--- config.mk ---
export PLATFORM = sky130hd
export DESIGN_NAME = decode_stage
export DESIGN_NICKNAME = d
export VERILOG_FILES = /design/src/rtl/decode_stage.sv
export SDC_FILE = /design/constraint.sdc
export NUM_CORES = 1
export LEC_CHECK = 0
export ABC_AREA = 1
export BUFFER_PORTS_ARGS = -buffer_cell sky130_fd_sc_hd__buf_4
export CAP_MARGIN = 30
export CORE_UTILIZATION = 50
export CTS_BUF_LIST = sky130_fd_sc_hd__clkbuf_16
export CTS_CLUSTER_SIZE = 12
export DETAILED_ROUTE_END_ITERATION = 8
export PLACE_DENSITY = 0.8
export RECOVER_POWER = 50
export SYNTH_ARGS = -nofsm -noshare
export SYNTH_HDL_FRONTEND = slang
export SYNTH_SLANG_ARGS = --single-unit
export TNS_END_PERCENT = 20
--- constraint.sdc ---
create_clock -name clk -period 3.9 [get_ports clk]
set_clock_uncertainty 0.05 [all_clocks]
set_input_delay 0.585 -clock clk [delete_from_list [all_inputs] [get_ports clk]]
set_output_delay 0.585 -clock clk [all_outputs]
set_load 0.01 [all_outputs]
--- src/rtl/decode_stage.sv ---
// RV32I decode stage: latches fetch's PC/instruction, decodes it into a pipeline register for execute,
// and inserts a one-cycle bubble on a load-use hazard.
module decode_stage (
    input  logic        clk,
    input  logic        rst,
    input  logic [31:0] i_pc,
    input  logic [31:0] i_instr,
    input  logic        i_ce,
    input  logic        i_stall,
    input  logic        i_flush,
    input  logic        i_ex_is_load,
    input  logic        i_ex_ce,
    input  logic [4:0]  i_ex_rd,
    output logic [31:0] o_pc,
    output logic [4:0]  o_rs1_addr,
    output logic [4:0]  o_rs2_addr,
    output logic [4:0]  o_rd_addr,
    output logic [31:0] o_imm,
    output logic [2:0]  o_funct3,
    output logic [3:0]  o_alu_op,
    output logic [10:0] o_opcode,
    output logic        o_illegal,
    output logic        o_ecall,
    output logic        o_ebreak,
    output logic        o_mret,
    output logic        o_ce,
    output logic        o_stall
);
    localparam int OPC_LUI    = 0;
    localparam int OPC_AUIPC  = 1;
    localparam int OPC_JAL    = 2;
    localparam int OPC_JALR   = 3;
    localparam int OPC_BRANCH = 4;
    localparam int OPC_LOAD   = 5;
    localparam int OPC_STORE  = 6;
    localparam int OPC_OPIMM  = 7;
    localparam int OPC_OP     = 8;
    localparam int OPC_FENCE  = 9;
    localparam int OPC_SYSTEM = 10;

    localparam logic [10:0] RS1_UNUSED = 11'b000_0000_0111;
    localparam logic [10:0] RS2_USED   = 11'b001_0101_0000;
    localparam logic [10:0] RD_UNUSED  = 11'b010_0101_0000;

    localparam logic [3:0] ALU_ADD  = 4'd0;
    localparam logic [3:0] ALU_SUB  = 4'd1;
    localparam logic [3:0] ALU_SLL  = 4'd2;
    localparam logic [3:0] ALU_SLT  = 4'd3;
    localparam logic [3:0] ALU_SLTU = 4'd4;
    localparam logic [3:0] ALU_XOR  = 4'd5;
    localparam logic [3:0] ALU_SRL  = 4'd6;
    localparam logic [3:0] ALU_SRA  = 4'd7;
    localparam logic [3:0] ALU_OR   = 4'd8;
    localparam logic [3:0] ALU_AND  = 4'd9;
    localparam logic [3:0] ALU_EQ   = 4'd10;
    localparam logic [3:0] ALU_NEQ  = 4'd11;
    localparam logic [3:0] ALU_GE   = 4'd12;
    localparam logic [3:0] ALU_GEU  = 4'd13;

    logic [6:0]  opc;
    logic [2:0]  f3;
    logic [6:0]  f7;
    logic [31:0] imm_i, imm_s, imm_b, imm_u, imm_j;
    logic [10:0] d_opcode;
    logic        d_illegal;
    logic [3:0]  d_alu;
    logic [31:0] d_imm;
    logic [4:0]  d_rs1, d_rs2, d_rd;
    logic        d_ecall, d_ebreak, d_mret;
    logic        rs1_used, rs2_used, hazard, stall_any;

    assign opc = i_instr[6:0];
    assign f3  = i_instr[14:12];
    assign f7  = i_instr[31:25];

    assign imm_i = {{20{i_instr[31]}}, i_instr[31:20]};
    assign imm_s = {{20{i_instr[31]}}, i_instr[31:25], i_instr[11:7]};
    assign imm_b = {{19{i_instr[31]}}, i_instr[31], i_instr[7], i_instr[30:25], i_instr[11:8], 1'b0};
    assign imm_u = {i_instr[31:12], 12'b0};
    assign imm_j = {{11{i_instr[31]}}, i_instr[31], i_instr[19:12], i_instr[20], i_instr[30:21], 1'b0};

    assign d_ecall  = (i_instr == 32'h0000_0073);
    assign d_ebreak = (i_instr == 32'h0010_0073);
    assign d_mret   = (i_instr == 32'h3020_0073);

    function automatic logic [3:0] alu_from_funct3(input logic [2:0] funct3, input logic alt);
        logic [3:0] op;
        case (funct3)
            3'b000:  op = alt ? ALU_SUB : ALU_ADD;
            3'b001:  op = ALU_SLL;
            3'b010:  op = ALU_SLT;
            3'b011:  op = ALU_SLTU;
            3'b100:  op = ALU_XOR;
            3'b101:  op = alt ? ALU_SRA : ALU_SRL;
            3'b110:  op = ALU_OR;
            default: op = ALU_AND;
        endcase
        return op;
    endfunction

    // A full 7-bit match also rejects anything whose low two bits are not 2'b11.
    always_comb begin
        d_opcode  = '0;
        d_illegal = 1'b0;
        d_alu     = ALU_ADD;
        d_imm     = '0;
        case (opc)
            7'b0110111: begin d_opcode[OPC_LUI]   = 1'b1; d_imm = imm_u; end
            7'b0010111: begin d_opcode[OPC_AUIPC] = 1'b1; d_imm = imm_u; end
            7'b1101111: begin d_opcode[OPC_JAL]   = 1'b1; d_imm = imm_j; end
            7'b1100111: begin d_opcode[OPC_JALR]  = 1'b1; d_imm = imm_i; end
            7'b0000011: begin d_opcode[OPC_LOAD]  = 1'b1; d_imm = imm_i; end
            7'b0100011: begin d_opcode[OPC_STORE] = 1'b1; d_imm = imm_s; end
            7'b0001111: begin d_opcode[OPC_FENCE] = 1'b1; d_imm = imm_i; end
            7'b1100011: begin
                d_opcode[OPC_BRANCH] = 1'b1;
                d_imm                = imm_b;
                case (f3)
                    3'b000:  d_alu = ALU_EQ;
                    3'b001:  d_alu = ALU_NEQ;
                    3'b100:  d_alu = ALU_SLT;
                    3'b101:  d_alu = ALU_GE;
                    3'b110:  d_alu = ALU_SLTU;
                    3'b111:  d_alu = ALU_GEU;
                    default: d_alu = ALU_ADD;
                endcase
            end
            7'b0010011: begin
                d_opcode[OPC_OPIMM] = 1'b1;
                d_imm               = imm_i;
                d_alu               = alu_from_funct3(f3, (f3 == 3'b101) && f7[5]);
                if ((f3 == 3'b001) && (f7 != 7'h00))
                    d_illegal = 1'b1;
                if ((f3 == 3'b101) && (f7 != 7'h00) && (f7 != 7'h20))
                    d_illegal = 1'b1;
            end
            7'b0110011: begin
                d_opcode[OPC_OP] = 1'b1;
                d_alu            = alu_from_funct3(f3, f7[5]);
                if (!((f7 == 7'h00) || ((f7 == 7'h20) && ((f3 == 3'b000) || (f3 == 3'b101)))))
                    d_illegal = 1'b1;
            end
            7'b1110011: begin
                d_opcode[OPC_SYSTEM] = 1'b1;
                d_imm                = imm_i;
                if ((f3 == 3'b000) && !(d_ecall || d_ebreak || d_mret))
                    d_illegal = 1'b1;
                if (f3 == 3'b100)
                    d_illegal = 1'b1;
            end
            default: d_illegal = 1'b1;
        endcase
    end

    assign d_rs1 = |(d_opcode & RS1_UNUSED) ? 5'd0 : i_instr[19:15];
    assign d_rs2 = |(d_opcode & RS2_USED)   ? i_instr[24:20] : 5'd0;
    assign d_rd  = |(d_opcode & RD_UNUSED)  ? 5'd0 : i_instr[11:7];

    assign rs1_used  = |(o_opcode & ~RS1_UNUSED);
    assign rs2_used  = |(o_opcode & RS2_USED);
    assign hazard    = o_ce && i_ex_ce && i_ex_is_load && (i_ex_rd != 5'd0) &&
                       (((i_ex_rd == o_rs1_addr) && rs1_used) || ((i_ex_rd == o_rs2_addr) && rs2_used));
    assign stall_any = i_stall || hazard;
    // Gated by reset so the stall request also reads zero while reset is held.
    assign o_stall   = !rst && stall_any;

    always_ff @(posedge clk or posedge rst) begin
        if (rst) begin
            o_pc       <= '0;
            o_rs1_addr <= '0;
            o_rs2_addr <= '0;
            o_rd_addr  <= '0;
            o_imm      <= '0;
            o_funct3   <= '0;
            o_alu_op   <= '0;
            o_opcode   <= '0;
            o_illegal  <= 1'b0;
            o_ecall    <= 1'b0;
            o_ebreak   <= 1'b0;
            o_mret     <= 1'b0;
            o_ce       <= 1'b0;
        end else begin
            if (i_ce && !stall_any) begin
                o_pc       <= i_pc;
                o_rs1_addr <= d_rs1;
                o_rs2_addr <= d_rs2;
                o_rd_addr  <= d_rd;
                o_imm      <= d_imm;
                o_funct3   <= f3;
                o_alu_op   <= d_alu;
                o_opcode   <= d_opcode;
                o_illegal  <= d_illegal;
                o_ecall    <= d_ecall;
                o_ebreak   <= d_ebreak;
                o_mret     <= d_mret;
            end
            // A flush only takes effect once no stall is pending; a hazard alone drops the entry as a bubble.
            if (!stall_any)
                o_ce <= i_flush ? 1'b0 : i_ce;
            else if (hazard && !i_stall)
                o_ce <= 1'b0;
        end
    end
endmodule

# Word level (Yosys, flattened, before mapping)

Cells that the tools add are included.

Eq/ne operators: 26
Multiplexer cells: 32
Reductions and logical operators: 37

Operator list:

| kind                                                   | count |
|---|---|
| one-hot mux 32 bit (5 select lines)                    | 1 |
| one-hot mux 4 bit (7 select lines)                     | 2 |
| == test 32 x 21 -> 1 bit (second input constant)       | 1 |
| == test 32 x 30 -> 1 bit (second input constant)       | 1 |
| == test 32 x 7 -> 1 bit (second input constant)        | 1 |
| == test 7 x 6 -> 1 bit (second input constant)         | 4 |
| == test 7 bit (second input constant)                  | 4 |
| one-hot mux 4 bit (6 select lines)                     | 1 |
| two-way mux 1 bit                                      | 23 |
| OR reduction 8 bit                                     | 2 |
| logical AND 1 bit                                      | 15 |
| two-way mux 5 bit                                      | 3 |
| == test 7 x 5 -> 1 bit (second input constant)         | 2 |
| == test 3 bit (second input constant)                  | 4 |
| one-hot mux 4 bit (3 select lines)                     | 1 |
| OR reduction 3 bit                                     | 4 |
| == test 5 bit                                          | 2 |
| == test 7 x 2 -> 1 bit (second input constant)         | 1 |
| == test 7 x 4 -> 1 bit (second input constant)         | 1 |
| zero test 7 bit                                        | 1 |
| inequality test 7 x 6 -> 1 bit (second input constant) | 1 |
| nonzero test 7 bit                                     | 1 |
| == test 3 x 2 -> 1 bit (second input constant)         | 2 |
| logical OR 1 bit                                       | 6 |
| 8 further kinds                                        | 11 |

Register bits after elaboration: 102
Input bits: 76
Word-level logic and storage cells: 108

# Logic depth before layout (Yosys ltp)

Word-level depth: 8
Depth in mapped cells: 13
Mapped depth without buffers: 12

# Least setup slack after synthesis

OpenSTA, ideal clock, no wires.

Path type: input port to output port
Start point: input i_ex_rd[0]
End point: output o_stall
Data arrival time: 1.219 ns
Path slack: 2.046 ns
Stages on the path: 7
Path through: xnor2_1 -> nand2_1 -> nor2_1 -> nand2_1 -> nand2_1 -> nand2_1 -> a21oi_1

Longest elaborated chain between the ends: 6

Ends and longest elaborated chain:

| item                  | line | text |
|---|---|---|
| start: declaration    | 13   | `input logic [4:0] i_ex_rd,` |
| == test 5 bit         | 162  | `(((i_ex_rd == o_rs1_addr) && rs1_used) \|\| ((i_ex_rd == o_rs2_addr) && rs2_used));` |
| logical AND 1 bit     | 162  |  |
| logical OR 1 bit      | 162  |  |
| logical AND 1 bit (*) | 161  | `assign hazard = o_ce && i_ex_ce && i_ex_is_load && (i_ex_rd != 5'd0) &&` |
| logical OR 1 bit (*)  | 163  | `assign stall_any = i_stall \|\| hazard;` |
| logical AND 1 bit (*) | 165  | `assign o_stall = !rst && stall_any;` |
| end: declaration      | 27   | `output logic o_stall` |

Every way passes the cells marked *; elsewhere a longest branch is shown, timed or not.

# Final worst setup path

Start point: register o_opcode[10]
End point: register o_pc[1]

Longest elaborated chain between the ends: 7

Ends and longest elaborated chain:

| item                     | line | text |
|---|---|---|
| start: declaration       | 21   | `output logic [10:0] o_opcode,` |
| start signal: assignment | 191  | `o_opcode <= d_opcode;` |
| OR reduction 8 bit       | 159  | `assign rs1_used = \|(o_opcode & ~RS1_UNUSED);` |
| logical AND 1 bit        | 162  |  |
| logical OR 1 bit         | 162  |  |
| logical AND 1 bit        | 161  |  |
| logical OR 1 bit         | 163  |  |
| zero test 1 bit          | n/a  |  |
| logical AND 1 bit        | 183  | `if (i_ce && !stall_any) begin` |
| end signal: assignment   | 184  | `o_pc <= i_pc;` |
| end: declaration         | 14   | `output logic [31:0] o_pc,` |

Every way passes these cells.
A chain may end at the register's enable or synchronous reset.

==> flow_metrics.tcl <==
set metrics [dict create \
    r2r-end "o_pc[1]" \
    seqPwrFrac 0.476 \
    grt_max_degree 79 \
    crit_end "o_pc[1]" \
    dieArea_um2 10400 \
    rrSetupSlack_ns 1.26 \
    clk_path_buf_depth 2 \
    cts.reportedPaths.clkPinSlew_ns 0.07 \
    fp.dieW_um 102 \
    rows 36 \
    antenna_found_initial 0 \
    gp_congestion 0.876 \
    p_per_area_nw_per_um2 386 \
    yosys-top-cells-area "dfrtp_1, nand2_1, nor2_1" \
    gr-total-overflow 0 \
    clk_latency_ns 0.34 \
    p_comb_frac 0.163 \
    cts_setup_buffers 0 \
    cts-root-buf "clkbuf_16" \
    ir_drop_uv 262 \
    max_clock_freq_mhz 378 \
    internal_power_mw 1.81 \
    clock_sinks 102 \
    crit_path_start "o_opcode[10]" \
    cp.arrival_ns 2.86 \
    setup_viol 0 \
    drc 0 \
    syn_inst 671 \
    end_kind "flip-flop" \
    worst_r2r_path_depth 12 \
    leakage_nw 3.52 \
    synthArstFlopShare 1.00 \
    syn_nets 747 \
    synth_ff_type "dfrtp_1" \
    drt-vias-per-instance 5.12 \
    slew_headroom -0.242 \
    rsz0062_at_grt "false" \
    numCtsBuffers 9 \
    fin_ws_ns 1.26 \
    n_antenna_cell 0 \
    ios 179 \
    p_sw_frac 0.277 \
    postSynthAreaPerCell_um2 7.41 \
    die_y_um 102 \
    status "complete, but fails checks" \
    r2r-start "o_opcode[10]" \
    synthDistinctLibCells 30 \
    startpoint_type "flip-flop" \
    critPathSlowestCell "inv_2" \
    p_sw_mw 0.691 \
    crit_chain "nor2_1, nand2_1, nor2_1, nor2_1, nand2_1, nand2_1, nand2_1, nand3_4, inv_2, buf_4, nand2_1, nand2_1" \
    maxSlewViolCount 78 \
    area_growth_pct 30.1 \
    critical_path_class "reg -> reg" \
    cts_resized 0 \
    wire_per_inst_um 14.7 \
    core_um2 9730 \
    ys_top_cells_by_count "nand2_1, dfrtp_1, nor2_1, o21ai_0" \
    synth_edf_count 0 \
    grt_first_pass_wirelength_mm 21.9 \
    ant_nets 0 \
    cts_tree "built" \
    grt_pass1_vias 4546 \
    worst_pin_slew_ns 1.86 \
    hpwl_mm 10.6 \
    hold_viol 0 \
    drt_wl_total_mm 14.4 \
    grtUsageTotal 0.274 \
    path_common_cell "nand2_1" \
    violations "max-capacitance violations, max-slew violations" \
    drive_above_1_share 0.200 \
    post-route-min-period_ns 2.64 \
    cp_top_family "simple AND/OR/NAND/NOR gates" \
    yosys_warnings 0 \
    drt_pass1_iterations 5 \
    cp_num_buf_inv 2 \
    yosysTopAreaCellShare 0.513 \
    yosysMostFrequentCell "nand2_1" \
    start_util 0.511 \
    max_cap_violations 1 \
    synth_area_um2 4970 \
    fin_tns_setup_ns 0 \
    pwr-share-clk 0.361 \
    path_depth 12 \
    ys_ff_latch 102 \
    ys_seq_area_frac 0.513 \
    crit_fanout 48 \
    crit_required_ns 4.12 \
    drtIter0Drc 254 \
    hold_class "in -> async" \
    io_buffer_count 178 \
    fin_nets 915 \
    htreeDepth 3 \
    slowest_delay_ns 0.52 \
    period_share 0.678 \
    vias 5006 \
    synth_top_area_cell "dfrtp_1" \
    postCtsHoldBufs 0 \
    post-place-ws_ns 1.10 \
]
[final cells by class]
cell class,instances,area [um2]
flip-flops and latches,102,2550
multi-input cells,502,2130
repair buffers,183,1170
inverters,41,155
clock inverters,7,71.3
clock buffers,9,225
fillers,915,3260
well taps,133,166
[through the flow]
stage	hold WS, ns	power [mW]	utilization	instances	instance area [um2]
CTS	0.382	2.54	0.685	976	6670
floorplan	0.465	1.40	-	671	4970
finish	0.0463	2.50	0.665	977	6470
global route	0.0490	2.60	0.665	977	6470
global placement	0.414	1.63	0.655	960	6370
detailed placement	0.417	1.65	0.655	960	6370
[layout by cell type, fill, tap and decap left out]
master	instances
inv_6	2
clkinvlp_2	1
buf_4	129
nor2_2	4
a21oi_2	1
a21oi_1	11
a32oi_1	1
nand2_1	323
inv_2	8
xor2_1	2
clkinv_2	1
nand4_1	6
nor2_1	56
nor3_1	2
nor3_2	1
o21ai_0	42
a31oi_1	1
nand3_2	1
o21ai_2	2
nand3_4	1
nand3_1	32
clkbuf_2	2
bufinv_16	1
a21boi_0	3
xnor2_1	3
clkbuf_16	9
inv_1	32
o21ai_1	4
clkinvlp_4	2
dfrtp_1	102
nand3b_1	1
nand2_2	3
clkinv_1	1
or3b_2	1
clkbuf_1	52
a22oi_1	1
[power groups by stage]
stage / registers [mW] / clock network (mW) / logic, mW
floorplan: 1.24 / 0 / 0.161
global placement: 1.21 / 0 / 0.427
detailed placement: 1.21 / 0 / 0.439
CTS: 1.19 / 0.912 / 0.440
global route: 1.20 / 0.955 / 0.452
finish: 1.19 / 0.901 / 0.407
[registers in the layout, summed over array words and instances (netlist names)]
name,flops
o_imm,32
o_pc,32
o_opcode,11
o_rd_addr,5
o_rs1_addr,5
o_rs2_addr,5
o_alu_op,4
o_funct3,3
o_ce,1
o_ebreak,1
o_ecall,1
o_illegal,1
o_mret,1
[cells by family after synthesis]
family / share of synthesized area
xor gates and xnor gates: 0.00880
and+or+nand+nor: 0.346
AOI/OAI and AO/OA: 0.0717
buffers and inverters: 0.0606
DFF: 0.513
[per-layer routing]
layer  part of all wire  up-vias  GRT usage
li1                   -     2428          -
met1               0.43     2372      0.385
met2               0.49      180      0.442
met3              0.059       26     0.0345
met4              0.018        0     0.0881
met5                  0        -          0
[worst min path at each step]
stage,slack (ns),cells past startpoint,endpoint
after floorplan,0.47,2,o_pc[0]
after global placement,0.41,2,o_pc[24]
after detailed placement,0.42,2,o_pc[27]
after CTS,0.38,3,o_pc[3]
after global routing,0.05,2,o_rs1_addr[0]
final,0.05,2,o_rs1_addr[0]
[worst reg2reg max path, stage by stage (launching register included)]
cell and delay (ns):
dfrtp_1 0.41, nor2_1 0.14, nand2_1 0.07, nor2_1 0.12, nor2_1 0.06, nand2_1 0.06
nand2_1 0.05, nand2_1 0.12, nand3_4 0.37, inv_2 0.53, buf_4 0.42, nand2_1 0.10
nand2_1 0.09
(Power assumes the default switching activity.)
